`src/rtl/xmt_arbiter.sv`:
```
// ============================================================================
// Module   : xmt_arbiter
// Purpose  : Round-robin arbiter sharing one UART Sender among N byte clients,
//            driving the XMT_REQ/XMT_ACK four-phase handshake with timeout.
// Revision : 1.0
// ============================================================================
`default_nettype none

module xmt_arbiter #(
    parameter int N       = 4,
    parameter int IDX_W   = $clog2(N),
    parameter int TIMEOUT = 1024
) (
    input  logic             clk,
    input  logic             clr,
    input  logic [N-1:0]     req,
    input  logic [8*N-1:0]   data,
    output logic [N-1:0]     done,
    output logic [N-1:0]     err,
    output logic             busy,
    output logic [IDX_W-1:0] grant_id,
    output logic             XMT_REQ,
    output logic [7:0]       XMT_DATA,
    input  logic             XMT_ACK
);

    localparam int             CNT_W     = $clog2(TIMEOUT);
    localparam logic [CNT_W-1:0] c_CNT_MAX = CNT_W'(TIMEOUT - 1);

    typedef enum logic [2:0] {
        S_IDLE     = 3'd0,
        S_WAIT_ACK = 3'd1,
        S_WAIT_REL = 3'd2,
        S_DONE     = 3'd3,
        S_ABORT    = 3'd4
    } state_t;

    state_t             r_state;
    state_t             w_next;
    logic [CNT_W-1:0]   r_cnt;
    logic [IDX_W-1:0]   r_ptr;
    logic [IDX_W-1:0]   r_gid;
    logic [7:0]         r_data;
    logic               r_req;
    logic               r_busy;
    logic [N-1:0]       r_done;
    logic [N-1:0]       r_err;

    logic [7:0]         w_bytes [N];
    logic               w_any;
    logic [IDX_W-1:0]   w_win;
    logic [IDX_W:0]     w_sum;
    logic [IDX_W-1:0]   w_idx;
    logic [N-1:0]       w_oh;

    generate
        for (genvar gi = 0; gi < N; gi++) begin : g_bytes
            assign w_bytes[gi] = data[8*gi +: 8];
        end
    endgenerate

    // First requester at or after the rr pointer, wrapping modulo N.
    always_comb begin
        w_any = 1'b0;
        w_win = '0;
        w_sum = '0;
        w_idx = '0;
        for (int i = 0; i < N; i++) begin
            w_sum = {1'b0, r_ptr} + (IDX_W+1)'(i);
            if (w_sum >= (IDX_W+1)'(N)) begin
                w_sum = w_sum - (IDX_W+1)'(N);
            end
            w_idx = w_sum[IDX_W-1:0];
            if (!w_any && req[w_idx]) begin
                w_any = 1'b1;
                w_win = w_idx;
            end
        end
    end

    assign w_oh = {{(N-1){1'b0}}, 1'b1} << r_gid;

    // Handshake edges are checked before the timeout so they win a tie.
    always_comb begin
        w_next = r_state;
        case (r_state)
            S_IDLE: begin
                if (w_any && !XMT_ACK) w_next = S_WAIT_ACK;
            end
            S_WAIT_ACK: begin
                if (XMT_ACK)                 w_next = S_WAIT_REL;
                else if (r_cnt == c_CNT_MAX) w_next = S_ABORT;
            end
            S_WAIT_REL: begin
                if (!XMT_ACK)                w_next = S_DONE;
                else if (r_cnt == c_CNT_MAX) w_next = S_ABORT;
            end
            S_DONE:  w_next = S_IDLE;
            S_ABORT: w_next = S_IDLE;
            default: w_next = S_IDLE;
        endcase
    end

    always_ff @(posedge clk or negedge clr) begin
        if (!clr) begin
            r_state <= S_IDLE;
            r_cnt   <= '0;
            r_ptr   <= '0;
            r_gid   <= '0;
            r_data  <= '0;
            r_req   <= 1'b0;
            r_busy  <= 1'b0;
            r_done  <= '0;
            r_err   <= '0;
        end else begin
            r_state <= w_next;

            if (w_next != r_state) begin
                r_cnt <= '0;
            end else if ((r_state == S_WAIT_ACK || r_state == S_WAIT_REL)
                         && r_cnt != c_CNT_MAX) begin
                r_cnt <= r_cnt + CNT_W'(1);
            end

            if (r_state == S_IDLE && w_next == S_WAIT_ACK) begin
                r_gid  <= w_win;
                r_data <= w_bytes[w_win];
            end

            if (r_state == S_DONE || r_state == S_ABORT) begin
                if (r_gid == IDX_W'(N - 1)) r_ptr <= '0;
                else                        r_ptr <= r_gid + IDX_W'(1);
            end

            // Outputs are registered from the next state so they line up with it.
            r_req  <= (w_next == S_WAIT_ACK);
            r_busy <= (w_next != S_IDLE);
            r_done <= (w_next == S_DONE)  ? w_oh : '0;
            r_err  <= (w_next == S_ABORT) ? w_oh : '0;
        end
    end

    assign done     = r_done;
    assign err      = r_err;
    assign busy     = r_busy;
    assign grant_id = r_gid;
    assign XMT_REQ  = r_req;
    assign XMT_DATA = r_data;

endmodule

`default_nettype wire
```
`config.mk`:
```
export PLATFORM = sky130hd
export DESIGN_NAME = xmt_arbiter
export DESIGN_NICKNAME = d
export VERILOG_FILES = /design/src/rtl/xmt_arbiter.sv
export SDC_FILE = /design/constraint.sdc
export NUM_CORES = 1
export LEC_CHECK = 0
export CAP_MARGIN = 25
export CORE_ASPECT_RATIO = 0.8
export CORE_MARGIN = 3
export CORE_UTILIZATION = 38
export CTS_CLUSTER_DIAMETER = 30
export DETAILED_ROUTE_END_ITERATION = 8
export PLACE_DENSITY = 0.67
export SETUP_SLACK_MARGIN = 0.4
export SYNTH_ARGS = -nofsm -noshare
export SYNTH_HDL_FRONTEND = slang
export SYNTH_SLANG_ARGS = --single-unit
```
`constraint.sdc`:
```
create_clock -name clk -period 2.55 [get_ports clk]
set_clock_uncertainty 0.05 [all_clocks]
set_input_delay 0.51 -clock clk [delete_from_list [all_inputs] [get_ports clk]]
set_output_delay 0.51 -clock clk [all_outputs]
set_load 0.005 [all_outputs]
```
=== Word level (Yosys, flattened, before mapping) ===
Index checks and enable logic that the tools add are counted.

* Equal/unequal tests: 11
* Bitwise gates (word level): 1
* Magnitude comparators: 9
* Div/mod/pow operators: 0
* Shifts and indexed selects: 1
* Add/sub/neg operators: 9
* Mux-type cells: 33
* Reduce and logical (&&, ||, !) cells: 15
* Multipliers: 0

{| class="wikitable"
|+ Operator list
! operator !! count
|-
| 10-bit two-way mux || 2
|-
| 2-bit two-way mux || 9
|-
| 8-bit binary-select mux with 2-bit select || 1
|-
| 8-bit two-way mux || 2
|-
| 3-bit greater-or-equal comparator (second input constant) || 4
|-
| 2-bit by 3-bit < comparator with 1-bit output (second input constant) || 4
|-
| 3-bit two-way mux || 4
|-
| 10-bit by 1-bit adder with 10-bit output (second input constant) || 1
|-
| 10-bit equality test (second input constant) || 1
|-
| 10-bit inequality test (second input constant) || 1
|-
| 3-bit by 2-bit equality test with 1-bit output (second input constant) || 3
|-
| 3-bit one-hot mux with 3 select lines || 1
|-
| 1-bit binary-select mux with 2-bit select || 4
|-
| 1-bit two-way mux || 8
|-
| 4-bit two-way mux || 2
|-
| 2-bit by 1-bit subtractor with 2-bit output (second input constant) || 4
|-
| 2-bit by 2-bit adder with 3-bit output (second input constant) || 2
|-
| 3-bit by 1-bit equality test with 1-bit output (second input constant) || 2
|-
| 3-bit equality test (second input constant) || 2
|-
| 1-bit logical AND || 6
|-
| 1-bit logical NOT || 4
|-
| 1-bit by 2-bit << shifter with 4-bit output (first input constant) || 1
|-
| 2-bit by 1-bit adder with 3-bit output (second input constant) || 1
|-
| 2-bit by 3-bit greater-or-equal comparator with 1-bit output (second input constant) || 1
|-
| other kinds (8) || 9
|}

* Logic and storage cells: 88
* Bits in latches: 0
* Input port bits: 39
* Output and inout bits: 20
* ROM bits: 0
* Bits in writable memories: 0
* Bits in registers: 35
* Memories kept: 0

=== Depth between registers and ports, before layout ===
* Depth after elaboration: 19
* Depth in mapped cells: 7

=== Worst setup path before layout ===
No wires, ideal clock.

* Kind: input to register
* From: in req[0]
* To: reg r_cnt[5]
* Stages on the path: 6
* Arrival time: 1883 ps
* Setup slack: 521 ps
* Required time: 2404 ps
* Library setup time: 96 ps
* Cell sequence: or4_4 -> nor2_4 -> o32ai_1 -> or3_1 -> buf_6 -> a311oi_2

* Cells in the longest elaborated chain, start to end: 17
* Elaborated cells between the ends (all ways): 24
* Those cells by class: eq/ne (1); mux (15); reduce/logical (8)

{| class="wikitable"
|+ Ends and longest elaborated chain
! what !! RTL line !! RTL
|-
| start, declared || 16 || <nowiki>input logic [N-1:0] req,</nowiki>
|-
| 1-bit binary-select mux with 2-bit select || 74 || <nowiki>if (!w_any && req[w_idx]) begin</nowiki>
|-
| 1-bit two-way mux (implied by the code) || 74 ||
|-
| 1-bit two-way mux || 74 ||
|-
| 1-bit logical NOT || 74 ||
|-
| 1-bit logical AND || 74 ||
|-
| 1-bit two-way mux || 74 ||
|-
| 1-bit logical NOT || 74 ||
|-
| 1-bit logical AND || 74 ||
|-
| 1-bit two-way mux || 74 ||
|-
| 1-bit logical NOT || 74 ||
|-
| 1-bit logical AND || 74 ||
|-
| 1-bit two-way mux * || 74 ||
|-
| 1-bit logical AND * || 88 || <nowiki>if (w_any && !XMT_ACK) w_next = S_WAIT_ACK;</nowiki>
|-
| 3-bit two-way mux * || 88 ||
|-
| 3-bit one-hot mux with 3 select lines * || 86 || <nowiki>case (r_state)</nowiki>
|-
| 3-bit inequality test * || 118 || <nowiki>if (w_next != r_state) begin</nowiki>
|-
| 10-bit two-way mux or 2-bit nonzero test (tied branches) || n/a ||
|-
| end signal, assigned || 122 || <nowiki>r_cnt <= r_cnt + CNT_W'(1);</nowiki>
|-
| end, declared || 40 || <nowiki>logic [CNT_W-1:0] r_cnt;</nowiki>
|}

Every way passes the cells marked *; elsewhere a longest branch is shown, timed or not. The select of a mux whose other input is x is not followed.
A chain may end at the register's enable or synchronous reset.

=== Worst setup path after layout ===
* From: in req[3]
* To: reg r_cnt[5]

The elaborated chain is that of the path after synthesis.

==> impl_metrics.json <==
{
  "setup_total_negative_slack_ns": 0,
  "worst_vdd_drop_mv": 0.447,
  "seq_area_um2": 876,
  "overflow_left_after_global_routing": 0,
  "period_needed_ns": 2.03,
  "yosys_warnings": 0,
  "cts.repair_timing.setup_buffer_count": 0,
  "post_synth_and_or_nand_nor_area_fraction": 0.234,
  "grtUsageTotal": 0.165,
  "dpl-instance-area_mm2": 0.00263,
  "min_path_type": "register to register",
  "placement.io_buffers": 58,
  "number_of_global_route_vias_before_repair": 1581,
  "slew_hr": 0.602,
  "worstMarginPinSlew_ns": 0.595,
  "final-hold-violation-count": 0,
  "multi_input_comb_area_um2": 968,
  "cts_max_path_buffers": 2,
  "die_height_um": 69.4,
  "worst_ep_arrival_ns": 2.19,
  "layout-drive-gt1-share": 0.117,
  "htree_levels": 2,
  "final_hpwl_from_detailed_placement_mm": 3.39,
  "dieWidth_um": 85.3,
  "timing.critical_path.cells": "dlygate4sd2_1 -> or4_4 -> nor2_4 -> o32ai_1 -> or3_4 -> buf_6 -> a311oi_2",
  "num_antenna_cells": 0,
  "category_of_the_worst_setup_path_capture_point": "register",
  "power_density_mw_per_mm2": 730,
  "timing.final.crit_share": 0.797,
  "ctsHoldBuffers": 0,
  "critical-path-top-delay-family": "simple AND/OR/NAND/NOR gates",
  "compound_gate_portion_of_the_synthesized_area": 0.112,
  "wire_length_of_the_first_global_routing_pass_mm": 7.82,
  "synth_area_per_cell_um2": 9.75,
  "crit_required_ns": 2.70,
  "tritoncts.num_buffers": 5,
  "cap_violations": 0,
  "num_io_pins": 59,
  "placed_cells_incl_taps": 316,
  "yosysSeqAreaShare": 0.458,
  "filler_cell_count": 393,
  "synth_enable_flop_cells": 0,
  "nNetsFinal": 308,
  "syn-cell-area_mm2": 0.00191,
  "critical_path.startpoint_type": "primary input",
  "max_freq_ghz": 0.492,
  "fp.dieArea_mm2": 0.00592,
  "detail_route.first_pass.iterations": 4,
  "rows": 22,
  "ant_nets": 0,
  "gpl.final_weighted_congestion": 0.822,
  "synth_fp_nets": 240,
  "critical-path-slowest-cell": "or4_4",
  "grt_antenna_before_repair": 0,
  "critical-path-max-stage-delay_ns": 0.55,
  "post_layout_nonfiller_instances": 325,
  "tritoncts": "built",
  "cts.reportedPaths.clkPinSlew_ns": 0.08,
  "grt_max_degree": 36,
  "vias_after_detailed_routing": 1693,
  "vias_per_cell": 5.21,
  "synth_adder_area_share": 0.0327,
  "largest_family_of_logic_cells_by_synthesized_area": "simple AND/OR/NAND/NOR gates",
  "report.final.setup_viol": 0,
  "setup.worst_path.class": "primary input to register",
  "post_synth_xor_area_fraction": 0.0275,
  "wirelength_mm": 4.60,
  "drt_iter0_markers": 100,
  "mux_cell_area_share_after_synthesis": 0.0943,
  "rsz0062_at_grt": "no",
  "routed_wire_length_per_instance_um": 14.1,
  "asr_flop_ratio_synth": 1.00,
  "critical_path_peak_fanout": 5,
  "status": "finished, final reports clean",
  "detail_route.drc_violations": 0,
  "ys_ff_latch": 35,
  "hold_slack_final_ns": 0.436,
  "static-leakage-power_nw": 1.28,
  "core_area_mm2": 0.00471,
  "synth_cell_types": 40,
  "critPathBufInv": 2,
  "timing.final.max_slew_violations": 0,
  "postSynthCellCount": 196,
  "clock-root-buffer": "clkbuf_8",
  "clock_sinks": 35,
  "ys_dominant_reg_cell": "dfrtp_1",
  "clock_insertion_delay_worst_skew_ns": 0.29,
  "start_util": 0.406,
  "finalInstanceArea_mm2": 0.00273,
  "area.growth.synth_to_final_pct": 42.6
}
[worst register-to-register path, stage by stage, from the launching register on]
cell and delay [ns]:
dfrtp_1 0.40, and3_1 0.28, nand4_1 0.24, o32ai_1 0.12
or3_4 0.39, buf_6 0.15, a311oi_2 0.17
[layout make-up]
cell class                      count  area share
Clock inverter                      1     0.00184
Timing Repair Buffer               73       0.259
Clock buffer                        7      0.0280
Sequential cell                    35       0.321
Inverter                            5     0.00689
Multi-Input combinational cell    144       0.355
Tap cell                           60      0.0275
[through the flow]
step	worst slack (ns)	utilization	power, mW
3_3_place_gp	0.0431	0.559	1.59
5_1_grt	0.447	0.579	2.14
2_1_floorplan	0.521	-	1.22
4_1_cts	0.438	0.577	2.01
6_report	0.517	0.579	1.99
3_5_place_dp	0.0103	0.559	1.60
[state kept, by name, summed over array words and instances (netlist names)]
register,count
err,4
r_cnt,10
XMT_REQ,1
XMT_DATA,8
r_state,3
grant_id,2
busy,1
done,4
r_ptr,2
[kinds of logic after synthesis]
family                     after synthesis
adders and majority gates                5
AOI/OAI and AO/OA                       30
buffers and inverters                   17
and+or+nand+nor                         85
DFF                                     35
muxes                                   18
xor gates and xnor gates                 6
[Yosys cell counts, drive strengths merged (2+ instances only)]
| library cell | n | share of area |
|---|---|---|
| dfrtp | 35 | 0.46 |
| nand2 | 22 | 0.043 |
| nor2 | 21 | 0.045 |
| mux2i | 18 | 0.094 |
| nor3 | 9 | 0.031 |
| and2 | 8 | 0.026 |
| o221ai | 8 | 0.037 |
| buf | 7 | 0.021 |
| a21oi | 6 | 0.016 |
| and3 | 5 | 0.016 |
| clkbuf | 5 | 0.0098 |
| ha | 5 | 0.033 |
| inv | 5 | 0.0098 |
| nand4 | 4 | 0.013 |
| o21ai | 4 | 0.010 |
| o22ai | 4 | 0.013 |
| xor2 | 4 | 0.018 |
| a31oi | 3 | 0.0098 |
| nand3 | 3 | 0.0079 |
| and4 | 2 | 0.0092 |
| nand2b | 2 | 0.0065 |
| xnor2 | 2 | 0.0092 |
[power by group]
group          internal [mW]  total, mW  switching [mW]
registers              0.677      0.780           0.104
logic                  0.459      0.816           0.357
clock network          0.192      0.393           0.201
[worst paths after layout]
kind | start | to | slack, ns | cells after the start
setup / recovery | req[3] | r_cnt[5]$_DFFE_PN0P_ | 0.52 | 7
hold / removal | XMT_DATA[5]$_DFFE_PN0P_ | XMT_DATA[5]$_DFFE_PN0P_ | 0.44 | 2
hold reg to reg | XMT_DATA[5]$_DFFE_PN0P_ | XMT_DATA[5]$_DFFE_PN0P_ | 0.44 | 2
max in group asynchronous | clr | r_ptr[0]$_DFFE_PN0P_ | 1.54 | 2
min in group asynchronous | clr | r_cnt[7]$_DFFE_PN0P_ | 0.57 | 2
setup reg to reg | r_cnt[4]$_DFFE_PN0P_ | r_cnt[5]$_DFFE_PN0P_ | 0.68 | 6
[metal layers]
layer	vias to the layer above	global-route usage	wire (µm)
li1	830	-	-
met1	829	0.260	2410
met2	29	0.222	1980
met3	5	0.0321	157
met4	0	0.0580	55
met5	-	0	0
[cell usage in the layout (no fill, tap or decap), drive strengths merged, types with 3 or more instances in the layout]
cell / n
clkdlybuf4s50: 54
dfrtp: 35
nand2: 22
nor2: 21
mux2i: 18
buf: 15
nor3: 9
and2: 8
o221ai: 8
clkbuf: 7
a21oi: 6
inv: 5
and3: 5
ha: 5
nand4: 4
o21ai: 4
xor2: 4
o22ai: 4
a31oi: 3
nand3: 3
dlygate4sd2: 3
[repair_timing]
action / 4_1_cts / 5_1_grt
resized for setup: 4 / 2
gates cloned: 1 / 0
setup endpoints to repair: 13 / 12
pin swaps: 3 / 3
Power figures use the tool's default switching activity.
